**src/rtl/process_scheduler.sv**
```systemverilog
// Round-robin process scheduler: picks the next ready PID after a preempt, yield or exit,
// issues a context-switch request and commits running_pid once the switch is acknowledged.
module process_scheduler #(
    parameter int NPROC       = 16,
    parameter int ACK_TIMEOUT = 32,
    localparam int PW         = $clog2(NPROC),
    localparam int TW         = $clog2(ACK_TIMEOUT + 1)
) (
    input  logic             clk,
    input  logic             rst_n,
    input  logic             preempt_request,
    input  logic             yield_req,
    input  logic             exit_req,
    input  logic             create_valid,
    input  logic [PW-1:0]    create_idx,
    output logic             context_switch_request,
    output logic [7:0]       new_pid,
    input  logic             context_switch_complete,
    output logic [7:0]       running_pid,
    output logic [NPROC-1:0] ready_mask,
    output logic             sched_busy,
    output logic [15:0]      switch_count,
    output logic             ack_timeout_err,
    output logic [1:0]       dbg_state
);

    typedef enum logic [1:0] {
        ST_IDLE     = 2'd0,
        ST_SELECT   = 2'd1,
        ST_REQUEST  = 2'd2,
        ST_WAIT_ACK = 2'd3
    } state_e;

    state_e           state_q;
    logic [PW-1:0]    run_q;
    logic [PW-1:0]    new_q;
    logic [NPROC-1:0] ready_q;
    logic [NPROC-1:0] ready_d;
    logic             pending_q;
    logic             csr_q;
    logic             err_q;
    logic [15:0]      count_q;
    logic [TW-1:0]    timer_q;
    logic [PW-1:0]    cand;
    logic [PW-1:0]    scan_idx;
    logic             cand_found;
    logic             trigger;

    assign trigger = preempt_request | yield_req | exit_req | pending_q;

    // Exit only retires the running slot while idle; a same-cycle create wins; slot 0 never retires.
    always_comb begin
        ready_d = ready_q;
        if (state_q == ST_IDLE && exit_req && run_q != '0) begin
            ready_d[run_q] = 1'b0;
        end
        if (create_valid) begin
            ready_d[create_idx] = 1'b1;
        end
        ready_d[0] = 1'b1;
    end

    // Scan run+1 .. run+NPROC (mod NPROC); slot 0 is only chosen when nothing else is ready.
    always_comb begin
        cand       = '0;
        cand_found = 1'b0;
        scan_idx   = '0;
        for (int i = 1; i <= NPROC; i++) begin
            scan_idx = run_q + PW'(i);
            if (!cand_found && scan_idx != '0 && ready_q[scan_idx]) begin
                cand       = scan_idx;
                cand_found = 1'b1;
            end
        end
    end

    // Handshake: context_switch_request pulses for one cycle with new_pid stable; the switch
    // commits on the first cycle context_switch_complete is high while in WAIT_ACK, and is
    // abandoned (sticky error) if no complete arrives within ACK_TIMEOUT cycles.
    always_ff @(posedge clk or negedge rst_n) begin
        if (!rst_n) begin
            state_q   <= ST_IDLE;
            run_q     <= '0;
            new_q     <= '0;
            ready_q   <= NPROC'(1);
            pending_q <= 1'b0;
            csr_q     <= 1'b0;
            err_q     <= 1'b0;
            count_q   <= '0;
            timer_q   <= '0;
        end else begin
            ready_q <= ready_d;
            case (state_q)
                ST_IDLE: begin
                    csr_q <= 1'b0;
                    if (trigger) begin
                        pending_q <= 1'b0;
                        state_q   <= ST_SELECT;
                    end
                end
                ST_SELECT: begin
                    if (preempt_request) pending_q <= 1'b1;
                    if (cand == run_q) begin
                        state_q <= ST_IDLE;
                    end else begin
                        new_q   <= cand;
                        csr_q   <= 1'b1;
                        state_q <= ST_REQUEST;
                    end
                end
                ST_REQUEST: begin
                    if (preempt_request) pending_q <= 1'b1;
                    csr_q   <= 1'b0;
                    timer_q <= '0;
                    state_q <= ST_WAIT_ACK;
                end
                ST_WAIT_ACK: begin
                    if (preempt_request) pending_q <= 1'b1;
                    if (context_switch_complete) begin
                        run_q   <= new_q;
                        count_q <= count_q + 16'd1;
                        state_q <= ST_IDLE;
                    end else if (timer_q == TW'(ACK_TIMEOUT - 1)) begin
                        err_q   <= 1'b1;
                        state_q <= ST_IDLE;
                    end else begin
                        timer_q <= timer_q + TW'(1);
                    end
                end
                default: state_q <= ST_IDLE;
            endcase
        end
    end

    assign context_switch_request = csr_q;
    assign new_pid                = 8'(new_q);
    assign running_pid            = 8'(run_q);
    assign ready_mask             = ready_q;
    assign sched_busy             = (state_q != ST_IDLE);
    assign switch_count           = count_q;
    assign ack_timeout_err        = err_q;
    assign dbg_state              = state_q;

endmodule

```
**config.mk**
```make
export PLATFORM = sky130hd
export DESIGN_NAME = process_scheduler
export DESIGN_NICKNAME = d
export VERILOG_FILES = /design/src/rtl/process_scheduler.sv
export SDC_FILE = /design/constraint.sdc
export NUM_CORES = 1
export LEC_CHECK = 0
export CAP_MARGIN = 10
export CORE_ASPECT_RATIO = 0.75
export CORE_MARGIN = 2
export CORE_UTILIZATION = 44
export CTS_CLUSTER_DIAMETER = 40
export DETAILED_ROUTE_END_ITERATION = 12
export PLACE_DENSITY = 0.66
export SYNTH_ARGS = -nofsm -noshare
export SYNTH_HDL_FRONTEND = slang
export SYNTH_SLANG_ARGS = --single-unit
```
**constraint.sdc**
```tcl
create_clock -name clk -period 8.55 [get_ports clk]
set_input_delay 1.2825 -clock clk [delete_from_list [all_inputs] [get_ports clk]]
set_output_delay 1.2825 -clock clk [all_outputs]
set_load 0.02 [all_outputs]
```
# Word level (Yosys, flattened, before mapping)
# Index checks and enable logic that the tools add are counted.
[classes]
addsub = 17
n_lt_le_gt_ge = 19
n_eq_ne = 11
mux = 82
n_bitwise = 8
n_reduce_logical = 79
[op_table]
columns = ["op", "count"]
rows = [
  ["$lt 4x5->1 const B", 17],
  ["$bmux 1 s4", 16],
  ["$mux 4", 16],
  ["$reduce_bool 4->1", 16],
  ["$mux 1", 36],
  ["$logic_and 1x1->1", 35],
  ["$add 4x4->4 const B", 8],
  ["$mux 16", 2],
  ["$add 16x1->16 const B", 1],
  ["$add 4x3->4 const B", 4],
  ["$and 16x16->16", 1],
  ["$not 16->16", 1],
  ["$or 16x16->16", 1],
  ["$logic_not 1->1", 15],
  ["$mux 6", 2],
  ["$pmux 6 s2", 1],
  ["$reduce_and 2->1", 5],
  ["$add 4x2->4 const B", 2],
  ["$demux 1 s4", 2],
  ["$ge 4x1->1 const B", 2],
  ["$mux 2", 4],
  ["$ne 2x2->1 const B", 4],
  ["$pmux 2 s4", 1],
  ["$add 6x1->6 const B", 1],
  ["15 further kinds", 23],
]
[totals]
ff_bits = 50

# Depth between registers and ports, before layout
# Gate-level depths: netlist (run 1).
[logic_depth]
ltp_word = 68
mapped_depth = 19

# Worst setup path after synthesis (run 1)
# Ideal clock, no wire load.
[synth_path]
path_type = "reg2reg"
start = "register run_q[1]"
end = "register new_q[0]"
setup_ns = 0.125
arrival_ns = 4.653
required_ns = 8.425
path_slack_ns = 3.772
path_stages_with_launch = 18
path_buffers = 4
synth_period_minus_slack_ns = 4.778
cell_sequence = "dfrtp_1 -> buf_2 -> buf_6 -> inv_1 -> ha_1 -> buf_2 -> buf_2 -> mux4_2 -> mux4_2 -> nor3_4 -> nor4b_4 -> nand3_2 -> o32a_1 -> nand3_2 -> a31oi_2 -> o31a_4 -> a31oi_4 -> mux2_4"
[synth_between]
elab_chain_len = 68
word_cells_on_any_way = 143
cone_classes = "add/sub: 15; eq/ne: 1; mux: 63; bitwise: 1; reduce/logical: 63"
[synth_lines]
columns = ["item", "line_no", "rtl"]
rows = [
  ["start: declaration", "35", "logic [PW-1:0] run_q;"],
  ["start signal: assignment", "120", "run_q <= new_q;"],
  ["$add 4x1->4", "69", "scan_idx = run_q + PW'(i);"],
  ["$bmux 1 s4", "70", "if (!cand_found && scan_idx != '0 && ready_q[scan_idx]) begin"],
  ["$mux 1 (implied by the code)", "70", ""],
  ["$logic_and 1x1->1", "70", ""],
  ["$mux 1", "70", ""],
  ["$logic_not 1->1", "70", ""],
  ["$logic_and 1x1->1 (2 in series)", "70", ""],
  ["$mux 1", "70", ""],
  ["(+49 left out)", "-", ""],
  ["$logic_and 1x1->1 (2 in series)", "70", ""],
  ["$mux 1", "70", ""],
  ["$logic_not 1->1", "70", ""],
  ["$logic_and 1x1->1 (2 in series)", "70", ""],
  ["$mux 4", "70", ""],
  ["$eq 4x4->1", "103", "if (cand == run_q) begin"],
  ["$not 1->1 (no source line)", "-", ""],
  ["$reduce_and 2->1 (no source line)", "-", ""],
  ["end signal: assignment", "106", "new_q <= cand;"],
  ["end: declaration", "36", "logic [PW-1:0] new_q;"],
]
# Parallel ways exist; a longest one is shown, timed or not. The select of a mux whose other input is x is not followed.
# A chain may end at the register's enable or synchronous reset.

# Final worst setup path (run 1)
[layout_path]
start = "register run_q[1]"
end = "register new_q[2]"
# The elaborated chain is that of the path after synthesis.

==> summary.md, run 1 <==
| Metric | Value |
|---|---|
| Outcome | `completed` |
| GP Congestion | `around 1.0` |
| Reg2reg start | `run_q[1]$_DFFE_PN0P_` |
| Setup bufs post-CTS | `0` |
| Area delta synth->final | `16.49%` |
| Placed Instances | `~700` |
| CTS tree | `built` |
| Tightest Pin Transition | `about 870 ps` |
| Fin Setup TNS | `0 ps` |
| MaxCap Viol Count | `0` |
| Slew Limit Fails | `0` |
| Flops & latches, synth | `50` |
| RSZ-0062 raised after global routing | `no` |
| CTS Buffer Depth | `2` |
| Final hold vios | `0` |
| Worst Hold Class | `flop to flop` |
| Clk root buf | `clkbuf_16` |
| Drt first pass iters | `6` |
| Vias in the first global route | `about 4000` |
| Hold Buf Count CTS | `0` |
| Worst path cell trace | `buf_4 -> inv_1 -> ha_1 -> mux4_1 -> mux4_1 -> nor4b_4 -> and2_1 -> a22oi_1 -> a221o_1 -> a21oi_2 -> mux2i_1 -> a31oi_4 -> mux2_4` |
| Worst-skew pair later-pin latency | `approximately 290 ps` |
| # DRC | `0` |
| Layout cell share with drive strength beyond 1 | `9.171%` |
| Number of flops mapped to enable cells by yosys | `0` |
| Hold Path End | `switch_count[15]$_DFFE_PN0P_` |
| Crit-path max cell delay | `850 ps` |
| Fin cells | `~700` |
| M3 GR Usage | `under 10%` |
| Hold Startpoint | `switch_count[15]$_DFFE_PN0P_` |
| Global route hottest layer | `met1` |
| Max H-tree Level | `2` |
| Critical path peak fanout | `31` |
| Tcrit/Tclk final | `63.79%` |
| Row Count | `32` |
| Setup CP Type | `flop to flop` |
| Drt initial violations | `around 540` |
| Hold path depth | `1` |
| Post-CTS Resized | `0` |
| Final nets | `around 590` |
| Utilization after layout | `52.39%` |
| Crit-path slowest cell | `ha_1` |
| Worst-path clk slew | `70 ps` |
| Core area | `0.01021 sq mm` |
| Fraction of registers with async set/reset | `100.0%` |
| Starting Density | `between 40% and 50%` |
| Element type at the critical path start | `flop` |
| First-pass GRT wire length | `21940 um` |
| Met1 Resource Use GR | `37.41%` |
| N_diodes | `0` |
| Synth cell types | `81` |
| Final ANT Viol Nets | `0` |
| Die width | `122.0 um` |
| Input/output buffers | `54` |
| Fin crit period | `around 5500 ps` |
| Crit path capture type | `flop` |
| Routing usage on met2 | `a little over a third` |
| Worst Path Required | `8730 ps` |
| Clock skew | `roughly 11 ps` |
| Maximum clock frequency | `between 150 and 200 MHz` |
| Endpoints failing setup | `0` |
| Syn Area/Cell | `just under 9 sq um` |
| GR Overflow Total | `0` |
| Cts bufs inserted | `5` |
| YS warnings | `0` |
| Synth Flop Type | `dfrtp_1` |
| Mapped Area | `between 0.004 and 0.005 sq mm` |
| DIE AREA | `0.01128 sq mm` |
| Initial antenna violation count | `0` |
| Critical Path AT | `5630 ps` |
| Largest net degree at the start of global routing | `51` |
| Seq/Total Area, Yosys | `27.25%` |
| R2R Path End | `new_q[2]$_DFFE_PN0P_` |
| Drt total wl | `13610 um` |
| Most frequent cells in the layout | `nand2_1 (69), clkdlybuf4s50_1 (53), dfrtp_1 (50), o21ai_0 (37), a21oi_1 (32)` |
| Slew Limit Headroom | `41.83%` |
| CP dominant cell by count | `mux4_1` |
| Gate Count Post-Synth | `524` |
| DR vias/cell | `6.286` |
| Final HPWL DP | `between 10000 and 15000 um` |
| Vias | `4419` |
| Commonest non-fill, non-tap cell in the layout | `nand2_1` |
| Clock Sinks | `50` |
| Worst setup path start | `run_q[1]$_DFFE_PN0P_` |
| Average wire per standard cell | `19.36 um` |
| Die Y | `92.47 um` |
| Worst reg-to-reg setup slack | `3100 ps` |
| GRT Util Overall | `24.77%` |
| Reg2reg path depth | `13` |
| I/O pins | `64` |
## synthesized netlist by cell type, types with 3 or more instances
library cell  instances  area [sq um]
a221o_1               3         30.03
nor3_1               20         100.1
xor2_1                7         61.31
buf_4                10         75.07
nor2b_1               3         18.77
ha_1                 15         187.7
mux2_2                7         78.83
nor2_1               26         97.59
and2_1               12         75.07
a211oi_1              6         45.04
mux4_2               10         225.2
o31ai_1               8         60.06
inv_1                10         37.54
mux2i_1              15         150.1
mux2_4                3         45.04
mux4_1                4         105.1
o22ai_1               3         18.77
clkbuf_1              6         22.52
nand2b_1             10         62.56
a22oi_1               3         22.52
o21ai_0              37         185.2
a21o_1                3         22.52
a32o_1                4         40.04
dfrtp_1              50          1251
a21oi_1              32         160.2
or3_1                 4         25.02
buf_2                11         55.05
and3_1                7         43.79
nor3b_1               6         45.04
nand4_1               7         43.79
nand3_1              24         120.1
xnor2_1              22         192.7
nand3_2               3         30.03
nor4_1                3         18.77
nand2_1              69         259.0
## layout make-up
cell class / instances / area (sq um)
Fill cell: 967 / 4861
Multi-Input combinational cell: 439 / 3143
Sequential cell: 50 / 1251
Timing Repair Buffer: 58 / 565.5
Tap cell: 136 / 170.2
Clock buffer: 5 / 125.1
Clock inverter: 3 / 48.80
Inverter: 12 / 45.04
## state kept, by name, indices dropped and copies added (netlist names), named ones only
name                    cells
switch_count               16
context_switch_request      1
timer_q                     6
dbg_state                   1
new_q                       4
pending_q                   1
run_q                       4
ready_mask                 15
ack_timeout_err             1
## critical path: cells and delay by family, from the launching register on
family                   cells  cell delay (ps)
AND/OR/NAND/NOR              2              840
AO/OA/AOI/OAI                4              740
adder cells (fa/ha/maj)      1              850
buffers and inverters        2              660
multiplexers                 4             1910
flip-flops                   1              320
## how the worst max path moves through the flow
stage                     slack, ps                   end  depth (start not counted)
after global routing           2780  new_q[0]$_DFFE_PN0P_                         14
after CTS                      3140  new_q[2]$_DFFE_PN0P_                         13
after global placement         3270  new_q[3]$_DFFE_PN0P_                         13
after detailed placement       3180  new_q[2]$_DFFE_PN0P_                         13
final                          3100  new_q[2]$_DFFE_PN0P_                         13
after floorplan                3770  new_q[0]$_DFFE_PN0P_                         17
## cell families after synthesis
kind of cell / after synthesis / synth area share, %
AND/OR/NAND/NOR: 207 / 23.54
AO/OA/AOI/OAI: 138 / 20.90
flip-flops: 50 / 27.25
buffers and inverters: 42 / 4.877
multiplexers: 41 / 13.65
XOR/XNOR: 29 / 5.531
adder cells (fa/ha/maj): 15 / 4.087
other: 2 / 0.1635
## per-layer routing
| layer | vias to the layer above | wire (um) |
|---|---|---|
| met1 | 2147 | 6175 |
| met3 | 15 | 1496 |
| met5 | - | 0 |
| met2 | 235 | 5750 |
| li1 | 2022 | - |
| met4 | 0 | 188 |
## per-stage QoR
step | worst slack [ps] | hold slack (ps) | cell area [sq um]
floorplan | 3772 | 452.2 | 4618
global placement | 3266 | 451.7 | 5175
detailed placement | 3184 | 465.3 | 5175
CTS | 3136 | 475.0 | 5349
global route | 2778 | 497.6 | 5349
finish | 3096 | 469.0 | 5349
Power of run 1 is not shown: default switching activity piles up to over one toggle a cycle in this logic, so the estimate is an artifact.
==> run 2: changes to the inputs <==
--- a/config.mk
+++ b/config.mk
@@ -11,7 +11,7 @@
 export CORE_UTILIZATION = 44
 export CTS_CLUSTER_DIAMETER = 40
 export DETAILED_ROUTE_END_ITERATION = 12
-export PLACE_DENSITY = 0.66
+export PLACE_DENSITY = 0.69
 export SYNTH_ARGS = -nofsm -noshare
 export SYNTH_HDL_FRONTEND = slang
 export SYNTH_SLANG_ARGS = --single-unit
==> constraint.sdc (replaced) <==
create_clock -name clk -period 4.47 [get_ports clk]
set_input_delay 0.6705 -clock clk [delete_from_list [all_inputs] [get_ports clk]]
set_output_delay 0.6705 -clock clk [all_outputs]
set_load 0.02 [all_outputs]
==> summary.md, run 2 (synthesized netlist as in run 1, its figures left out) <==
| Metric | Value |
|---|---|
| GP Congestion | `around 1` |
| Worst Path Required | `4650 ps` |
| Starting Density | `44.98%` |
| Final hold vios | `0` |
| Average wire per standard cell | `19.71 um` |
| Tightest Pin Transition | `771.2 ps` |
| Drt first pass iters | `6` |
| Die Y | `92.47 um` |
| Clock Sinks | `50` |
| Cts bufs inserted | `5` |
| N_diodes | `0` |
| CP delay by family, top | `compound AO/OA/AOI/OAI gates` |
| DR vias/cell | `6.173` |
| Max FFs per register | `16` |
| # DRC | `0` |
| Element type at the critical path start | `flop` |
| Worst Hold Class | `input port to async pin` |
| Outcome | `completed` |
| Vias | `4568` |
| CTS Buffer Depth | `2` |
| Worst path cell trace | `buf_4 -> ha_1 -> a21oi_2 -> xnor2_1 -> mux4_2 -> nor3_1 -> nand2_1 -> or3_1 -> a41o_1 -> a31oi_4 -> a211oi_4 -> a31oi_4 -> mux2_4` |
| Core area | `~0.010 sq mm` |
| Max H-tree Level | `2` |
| Critical Path Stages | `13` |
| Fin crit period | `4299 ps` |
| Multi-input gate area | `0.003236 sq mm` |
| DIE AREA | `between 0.01 and 0.015 sq mm` |
| Hold Buf Count CTS | `0` |
| Crit-path slowest cell | `mux4_2` |
| Clk root buf | `clkbuf_16` |
| Vias in the first global route | `4369` |
| Hold_ws | `between 400 and 500 ps` |
| Setup CP Type | `flop to flop` |
| Commonest non-fill, non-tap cell in the layout | `nand2_1` |
| First-pass GRT wire length | `about 23000 um` |
| CP dominant cell by count | `a31oi_4` |
| Worst-skew pair later-pin latency | `290 ps` |
| CTS tree | `built` |
| Maximum clock frequency | `between 200 and 250 MHz` |
| GRT Util Overall | `between 20% and 30%` |
| Storage cell area | `roughly 0.0013 sq mm` |
| Initial antenna violation count | `0` |
| Crit path capture type | `flop` |
| GR Overflow Total | `0` |
| Drt total wl | `14590 um` |
| Slew Limit Headroom | `a little under 50%` |
| Area delta synth->final | `24.74%` |
| Critical Path AT | `around 4500 ps` |
| Critical path peak fanout | `30` |
| Drt initial violations | `roughly 610` |
| Reg2reg path depth | `13` |
| Worst-path clk slew | `around 70 ps` |
| Crit-path max cell delay | `530 ps` |
| Final nets | `629` |
| Largest net degree at the start of global routing | `51` |
| I/O pins | `64` |
| Die width | `122.0 um` |
| Endpoints failing setup | `0` |
| Input/output buffers | `54` |
| Layout cell share with drive strength beyond 1 | `approximately 17%` |
| Final ANT Viol Nets | `0` |
| Final HPWL DP | `11100 um` |
| Layout fillers | `946` |
| Slew Limit Fails | `0` |
| MaxCap Viol Count | `0` |
| Row Count | `32` |
| Tcrit/Tclk final | `96.18%` |
| Most frequent cells in the layout | `nand2_1 (68), clkdlybuf4s50_1 (53), dfrtp_1 (49), buf_4 (40), o21ai_0 (36)` |
| Clock skew | `approximately 5.2 ps` |
| Worst path bufs/invs | `1` |
| RSZ-0062 raised after global routing | `no` |
-- run 2: cell types whose count changed in the layout (fill, tap and decap cells not counted), moves of 2 or more --
cell	delta
ha_1	-2
a21oi_2	+2
buf_4	+36
ha_4	+2
xnor2_1	-2
a21oi_1	-2
xnor2_2	+2
-- run 2: path summary, 6_finish.rpt --
kind | startpoint | to | slack (ps)
max in group asynchronous | rst_n | run_q[1]$_DFFE_PN0P_ | 3550
min in group clk | switch_count[15]$_DFFE_PN0P_ | switch_count[15]$_DFFE_PN0P_ | 470
setup reg to reg | run_q[1]$_DFFE_PN0P_ | new_q[3]$_DFFE_PN0P_ | 170
hold reg to reg | switch_count[15]$_DFFE_PN0P_ | switch_count[15]$_DFFE_PN0P_ | 470
setup / recovery | run_q[1]$_DFFE_PN0P_ | new_q[3]$_DFFE_PN0P_ | 170
hold / removal | rst_n | ready_mask[10]$_DFF_PN0_ | 460
-- run 2: stage by stage --
step	TNS, ps	instances	cell area, sq um	setup WS, ps	utilization (%)
2_1_floorplan	0	531	4674	0.4379	-
3_3_place_gp	0	730	5474	80.96	53.62
3_5_place_dp	-142.5	730	5474	-49.51	53.62
4_1_cts	0	740	5665	56.78	55.49
5_1_grt	0	740	5728	18.11	56.10
6_report	0	740	5728	170.6	56.10
-- run 2: metal layers --
metal	GRT usage, %	share of wire, %	vias to the layer above
met5	0	0	-
met4	9.387	3.4	0
met3	9.236	11	53
met2	37.94	42	275
met1	36.94	43	2148
li1	-	-	2092
-- run 2: area by class of cell --
cell class | instances | share of cell area [%]
clock buffers | 5 | 2.184
clock inverters | 3 | 0.8519
inverters | 12 | 0.8519
multi-input cells | 439 | 56.49
flip-flops and latches | 50 | 21.87
well taps | 136 | 2.971
repair buffers | 95 | 14.79
-- run 2: what timing repair did --
action | 4_1_cts | 5_1_grt
pin swaps | 1 | 0
setup endpoints to repair | 3 | 6
setup buffers | 2 | 0
gates resized for setup | 1 | 15
Power of run 2 is left out for the same reason.
